File: src/rtl/snake_collision_detector.sv
`default_nettype none
// ============================================================================
// Module   : snake_collision_detector
// Purpose  : Holds the snake body as a register array of grid cells, applies
//            one move per moveTick, then checks the new head against the walls
//            (before any arithmetic) and against every body segment (one
//            segment per cycle). collision is sticky until reset.
// Ports    : clock      - system clock, rising edge
//            reset      - asynchronous, active-high
//            moveTick   - one-cycle strobe, advance one cell
//            direction  - 00 up, 01 down, 10 left, 11 right
//            grow       - keep the tail on this move
//            collision  - wall or self hit, held until reset
//            busy       - body scan in progress
//            headX/headY- current head cell (seg[0])
//            length     - current segment count
// Revision : 1.0 - initial release
// ============================================================================
module snake_collision_detector #(
    parameter int GRID_W   = 32,
    parameter int GRID_H   = 24,
    parameter int X_BITS   = 5,
    parameter int Y_BITS   = 5,
    parameter int MAX_LEN  = 32,
    parameter int LEN_BITS = 6,
    parameter int INIT_LEN = 3,
    parameter int INIT_X   = 16,
    parameter int INIT_Y   = 12
) (
    input  logic                clock,
    input  logic                reset,
    input  logic                moveTick,
    input  logic [1:0]          direction,
    input  logic                grow,
    output logic                collision,
    output logic                busy,
    output logic [X_BITS-1:0]   headX,
    output logic [Y_BITS-1:0]   headY,
    output logic [LEN_BITS-1:0] length
);

    localparam int c_IDX_BITS = (MAX_LEN > 1) ? $clog2(MAX_LEN) : 1;

    localparam logic [1:0] c_S_IDLE = 2'd0;
    localparam logic [1:0] c_S_SCAN = 2'd1;
    localparam logic [1:0] c_S_HIT  = 2'd2;

    localparam logic [1:0] c_DIR_UP    = 2'b00;
    localparam logic [1:0] c_DIR_DOWN  = 2'b01;
    localparam logic [1:0] c_DIR_LEFT  = 2'b10;
    localparam logic [1:0] c_DIR_RIGHT = 2'b11;

    localparam logic [X_BITS-1:0]   c_X_ONE   = X_BITS'(1);
    localparam logic [Y_BITS-1:0]   c_Y_ONE   = Y_BITS'(1);
    localparam logic [X_BITS-1:0]   c_X_MAX   = X_BITS'(GRID_W - 1);
    localparam logic [Y_BITS-1:0]   c_Y_MAX   = Y_BITS'(GRID_H - 1);
    localparam logic [LEN_BITS-1:0] c_LEN_ONE = LEN_BITS'(1);
    localparam logic [LEN_BITS-1:0] c_LEN_MAX = LEN_BITS'(MAX_LEN);

    logic [X_BITS-1:0]   r_seg_x [0:MAX_LEN-1];
    logic [Y_BITS-1:0]   r_seg_y [0:MAX_LEN-1];
    logic [LEN_BITS-1:0] r_length;
    logic [LEN_BITS-1:0] r_idx;
    logic [1:0]          r_last_dir;
    logic [1:0]          r_state;
    logic                r_collision;
    logic                r_busy;

    logic                  w_reverse;
    logic [1:0]            w_eff_dir;
    logic                  w_wall;
    logic [X_BITS-1:0]     w_new_x;
    logic [Y_BITS-1:0]     w_new_y;
    logic [c_IDX_BITS-1:0] w_idx;
    logic                  w_match;
    logic                  w_scan_last;

    // Direction decode and wall check. The wall test looks at the old head,
    // so the +/-1 below can never wrap when it is actually used.
    always_comb begin
        w_reverse = (direction == {r_last_dir[1], ~r_last_dir[0]});
        w_eff_dir = w_reverse ? r_last_dir : direction;
        w_wall    = 1'b0;
        w_new_x   = r_seg_x[0];
        w_new_y   = r_seg_y[0];
        case (w_eff_dir)
            c_DIR_UP: begin
                w_wall  = (r_seg_y[0] == '0);
                w_new_y = r_seg_y[0] - c_Y_ONE;
            end
            c_DIR_DOWN: begin
                w_wall  = (r_seg_y[0] == c_Y_MAX);
                w_new_y = r_seg_y[0] + c_Y_ONE;
            end
            c_DIR_LEFT: begin
                w_wall  = (r_seg_x[0] == '0);
                w_new_x = r_seg_x[0] - c_X_ONE;
            end
            default: begin
                w_wall  = (r_seg_x[0] == c_X_MAX);
                w_new_x = r_seg_x[0] + c_X_ONE;
            end
        endcase
    end

    // Scan compare: r_idx never exceeds length-1 < MAX_LEN, so the low bits
    // are a safe array index.
    always_comb begin
        w_idx       = r_idx[c_IDX_BITS-1:0];
        w_match     = (r_seg_x[w_idx] == r_seg_x[0]) && (r_seg_y[w_idx] == r_seg_y[0]);
        w_scan_last = (r_idx == (r_length - c_LEN_ONE));
    end

    always_ff @(posedge clock or posedge reset) begin
        if (reset) begin
            for (int i = 0; i < MAX_LEN; i++) begin
                r_seg_x[i] <= (i < INIT_LEN) ? X_BITS'(INIT_X - i) : '0;
                r_seg_y[i] <= (i < INIT_LEN) ? Y_BITS'(INIT_Y) : '0;
            end
            r_length    <= LEN_BITS'(INIT_LEN);
            r_idx       <= '0;
            r_last_dir  <= c_DIR_RIGHT;
            r_state     <= c_S_IDLE;
            r_collision <= 1'b0;
            r_busy      <= 1'b0;
        end else begin
            case (r_state)
                c_S_IDLE: begin
                    if (moveTick) begin
                        r_last_dir <= w_eff_dir;
                        if (w_wall) begin
                            r_state     <= c_S_HIT;
                            r_collision <= 1'b1;
                        end else begin
                            for (int i = MAX_LEN - 1; i >= 1; i--) begin
                                r_seg_x[i] <= r_seg_x[i-1];
                                r_seg_y[i] <= r_seg_y[i-1];
                            end
                            r_seg_x[0] <= w_new_x;
                            r_seg_y[0] <= w_new_y;
                            if (grow && (r_length < c_LEN_MAX)) begin
                                r_length <= r_length + c_LEN_ONE;
                            end
                            r_idx   <= c_LEN_ONE;
                            r_busy  <= 1'b1;
                            r_state <= c_S_SCAN;
                        end
                    end
                end
                c_S_SCAN: begin
                    if (w_match) begin
                        r_state     <= c_S_HIT;
                        r_collision <= 1'b1;
                        r_busy      <= 1'b0;
                    end else if (w_scan_last) begin
                        r_state <= c_S_IDLE;
                        r_busy  <= 1'b0;
                    end else begin
                        r_idx <= r_idx + c_LEN_ONE;
                    end
                end
                c_S_HIT: begin
                    r_collision <= 1'b1;
                    r_busy      <= 1'b0;
                end
                default: begin
                    r_state <= c_S_IDLE;
                    r_busy  <= 1'b0;
                end
            endcase
        end
    end

    assign collision = r_collision;
    assign busy      = r_busy;
    assign headX     = r_seg_x[0];
    assign headY     = r_seg_y[0];
    assign length    = r_length;

endmodule
`default_nettype wire

File: config.mk
export PLATFORM = sky130hd
export DESIGN_NAME = snake_collision_detector
export DESIGN_NICKNAME = d
export VERILOG_FILES = /design/src/rtl/snake_collision_detector.sv
export SDC_FILE = /design/constraint.sdc
export NUM_CORES = 1
export LEC_CHECK = 0
export CAP_MARGIN = 20
export CORE_ASPECT_RATIO = 0.8
export CORE_MARGIN = 3
export CORE_UTILIZATION = 40
export CTS_CLUSTER_DIAMETER = 50
export DETAILED_ROUTE_END_ITERATION = 10
export PLACE_DENSITY = 0.55
export SYNTH_ARGS = -nofsm -noshare
export SYNTH_HDL_FRONTEND = slang
export SYNTH_SLANG_ARGS = --single-unit
File: constraint.sdc
create_clock -name clock -period 22.9 [get_ports clock]
set_input_delay 3.435 -clock clock [delete_from_list [all_inputs] [get_ports clock]]
set_output_delay 3.435 -clock clock [all_outputs]
set_load 0.02 [all_outputs]
==> out/qor.yml <==
outcome: "completed"
fmax_mhz: 120.4
avgSynthCellArea_um2: 9.234
n_antenna_cell: 0
dp_hpwl_mm: 21.69
netlist_area_mm2: 0.01618
vias_per_cell: 5.054
htree_levels: 2
crit_type: "input pin to flop"
power_density_mw_per_mm2: 120.5
skew_ns: 0.01136
grt_pass1_vias: 11250
fin_cells: 2282
io_pins: 24
postRouteAntennaNets: 0
wl_mm: 36.59
synth_top_cell_by_area: "dfrtp_1"
tritoncts: "yes"
routabilityCongestion: 0.7675
start_util_pct: 40.76
clkLatencyLatePin_ns: 0.53
routed-via-count: 11530
postCtsResizedCells: 0
post-route-min-period_ns: 8.309
synthFlopType: "dfrtp_1"
leakage_nw: 9.207
ys_warn_count: 0
yosysSeqAreaShare_pct: 52.42
wl_per_cell_um: 16.03
syn_inst: 1752
worstMarginPinSlew_ns: 1.095
ir_worst_vdd_mv: 0.06915
cts_max_path_buffers: 3
cts.clk_slew.worst_paths_ns: 0.06
core_mm2: 0.03969
yosys-top-cells-area: "dfrtp_1 49%, nand2_1 22%, mux4_2 8.8%"
grt_pass1_wl_mm: 61.48
hold_buffers: 0
route.detailed.drc: 0
cts_buffers: 39
row_count: 65
synth.most_common_cell: "nand2_1"
dr.pass1.iters: 5
rrSetupSlack_ns: 17.68
antenna_found_initial: 0
finalSetupViolations: 0
start_kind: "input pin"
grt.total_usage_pct: 17.59
first_iter_violations: 990
rsz0062_at_grt: "false"
fillerInstances: 3850
crit_path_end_kind: "flop"
num-nets-final: 1734
cp_max_fo: 103
cts.sinks: 338
slew_violations: 0
ys_seq_elements: 338
drive_gt1_share_pct: 10.42
finalSetupTns_ns: 0
synth_fp_nets: 1769
synth_common_cells: "958 x nand2_1, 320 x dfrtp_1, 75 x clkbuf_1"
die_x_um: 230.8
dieArea_mm2: 0.04291
slew_headroom_pct: 27.01
synth-async-reset-ratio_pct: 100.0
overflow: 0
placed_cells: 2211
clockRootBuffer: "clkbuf_16"
synth_edf_count: 0
cts_setup_buffers: 0
die_h_um: 185.9
finalCritPeriodShare_pct: 36.28
synth_cell_types: 54
grt_max_degree: 127
required_ns: 23.35
arrival_ns: 8.76
hold_class: "flop to flop"
io_buffers: 23
area_growth_pct: 10.82
hold_violations: 0
synth_top_area_share_pct: 49.50
maxCapViolCount: 0
==> routing by layer <==
| layer | global-route usage [%] | share of wire, % | wire, µm |
|---|---|---|---|
| met2 | 26.45 | 43 | 15870 |
| met5 | 0 | 0 | 0 |
| met4 | 4.658 | 2.0 | 736 |
| met3 | 2.693 | 4.6 | 1691 |
| met1 | 26.66 | 50 | 18290 |
==> path summary, 6_finish.rpt <==
check,start,endpoint,cells past startpoint
worst min register to register,r_seg_y[153]$_DFFE_PP1P_,r_seg_y[148]$_DFFE_PP1P_,2
worst max register to register,headX[0]$_DFFE_PP0P_,r_seg_y[88]$_DFFE_PP0P_,10
min in group asynchronous,reset,r_seg_y[76]$_DFFE_PP0P_,2
max in group asynchronous,reset,r_idx[2]$_DFFE_PP0P_,4
worst max-delay path,direction[1],r_seg_y[88]$_DFFE_PP0P_,11
worst min-delay path,r_seg_y[153]$_DFFE_PP1P_,r_seg_y[148]$_DFFE_PP1P_,2
==> worst max-delay path: stages <==
cell             delay (ns)
clkdlybuf4s50_1        0.70
xor2_1                 0.22
mux2i_1                0.44
mux2i_1                0.38
a22oi_1                0.20
nand2_4                0.24
buf_4                  0.81
buf_4                  0.89
buf_4                  0.92
nand2_1                0.14
nand2_1                0.10
==> cells in the final DEF (no fill, tap or decap), types with 3 or more instances in the layout <==
cell             count
dfstp_2             18
buf_4               16
xor2_1              13
a211oi_1             3
a21oi_1             13
mux2i_1             53
nand2b_1             4
o21ai_0              9
clkbuf_16           41
a221oi_1            12
ha_1                 9
clkinvlp_4           3
nand3_1             12
nand2_1            957
dfrtp_1            317
nand4_1              5
nor3_1               3
nor2_1              22
clkdlybuf4s50_1     23
a21o_1               6
clkbuf_8             5
clkbuf_1            15
a22oi_1             11
nor3b_1              3
mux4_2              63
clkinv_2             6
nor2b_1              9
o211ai_1             4
xnor2_1             18
mux2_2              10
inv_1               11
or2_2               10
==> layout make-up <==
| type | count | area [µm²] | area share, % |
|---|---|---|---|
| flip-flops and latches | 338 | 8489 | 47.35 |
| clock inverters | 9 | 52.55 | 0.2931 |
| clock buffers | 61 | 1151 | 6.421 |
| repair buffers | 40 | 377.9 | 2.108 |
| multi-input cells | 1285 | 7131 | 39.77 |
| well taps | 536 | 670.6 | 3.741 |
| inverters | 13 | 56.30 | 0.3140 |
==> power by group <==
part / switching, mW / internal [mW]
Combinational: 0.423 / 0.289
Clock: 0.238 / 0.345
Sequential: 0.142 / 0.722
Total: 0.804 / 1.36
==> through the flow <==
step / power (mW) / hold WS, ns / worst slack, ns / util [%] / cell area [µm²]
2_1_floorplan: 1.395 / 0.4402 / 10.13 / - / 16180
3_3_place_gp: 1.576 / 0.4517 / 14.20 / 42.07 / 16700
3_5_place_dp: 1.589 / 0.4559 / 14.06 / 42.07 / 16700
4_1_cts: 2.186 / 0.4684 / 14.62 / 45.10 / 17900
5_1_grt: 2.307 / 0.4769 / 14.16 / 45.17 / 17930
6_report: 2.160 / 0.4647 / 14.59 / 45.17 / 17930
==> state kept, by name (all words and copies together), names as in the netlist <==
signal / count
r_seg_x: 155
r_last_dir: 2
r_idx: 6
collision: 1
headX: 5
r_state: 2
headY: 5
length: 6
r_seg_y: 155
busy: 1
==> cell families after synthesis <==
kind of cell	count (synthesis)	synth area share (%)
AO/OA/AOI/OAI	81	3.627
XOR/XNOR	31	1.678
AND/OR/NAND/NOR	1036	24.93
flip-flops	338	52.42
buffers and inverters	129	3.658
multiplexers	126	12.75
adder cells (fa/ha/maj)	11	0.9436
Power figures use the tool's default switching activity.
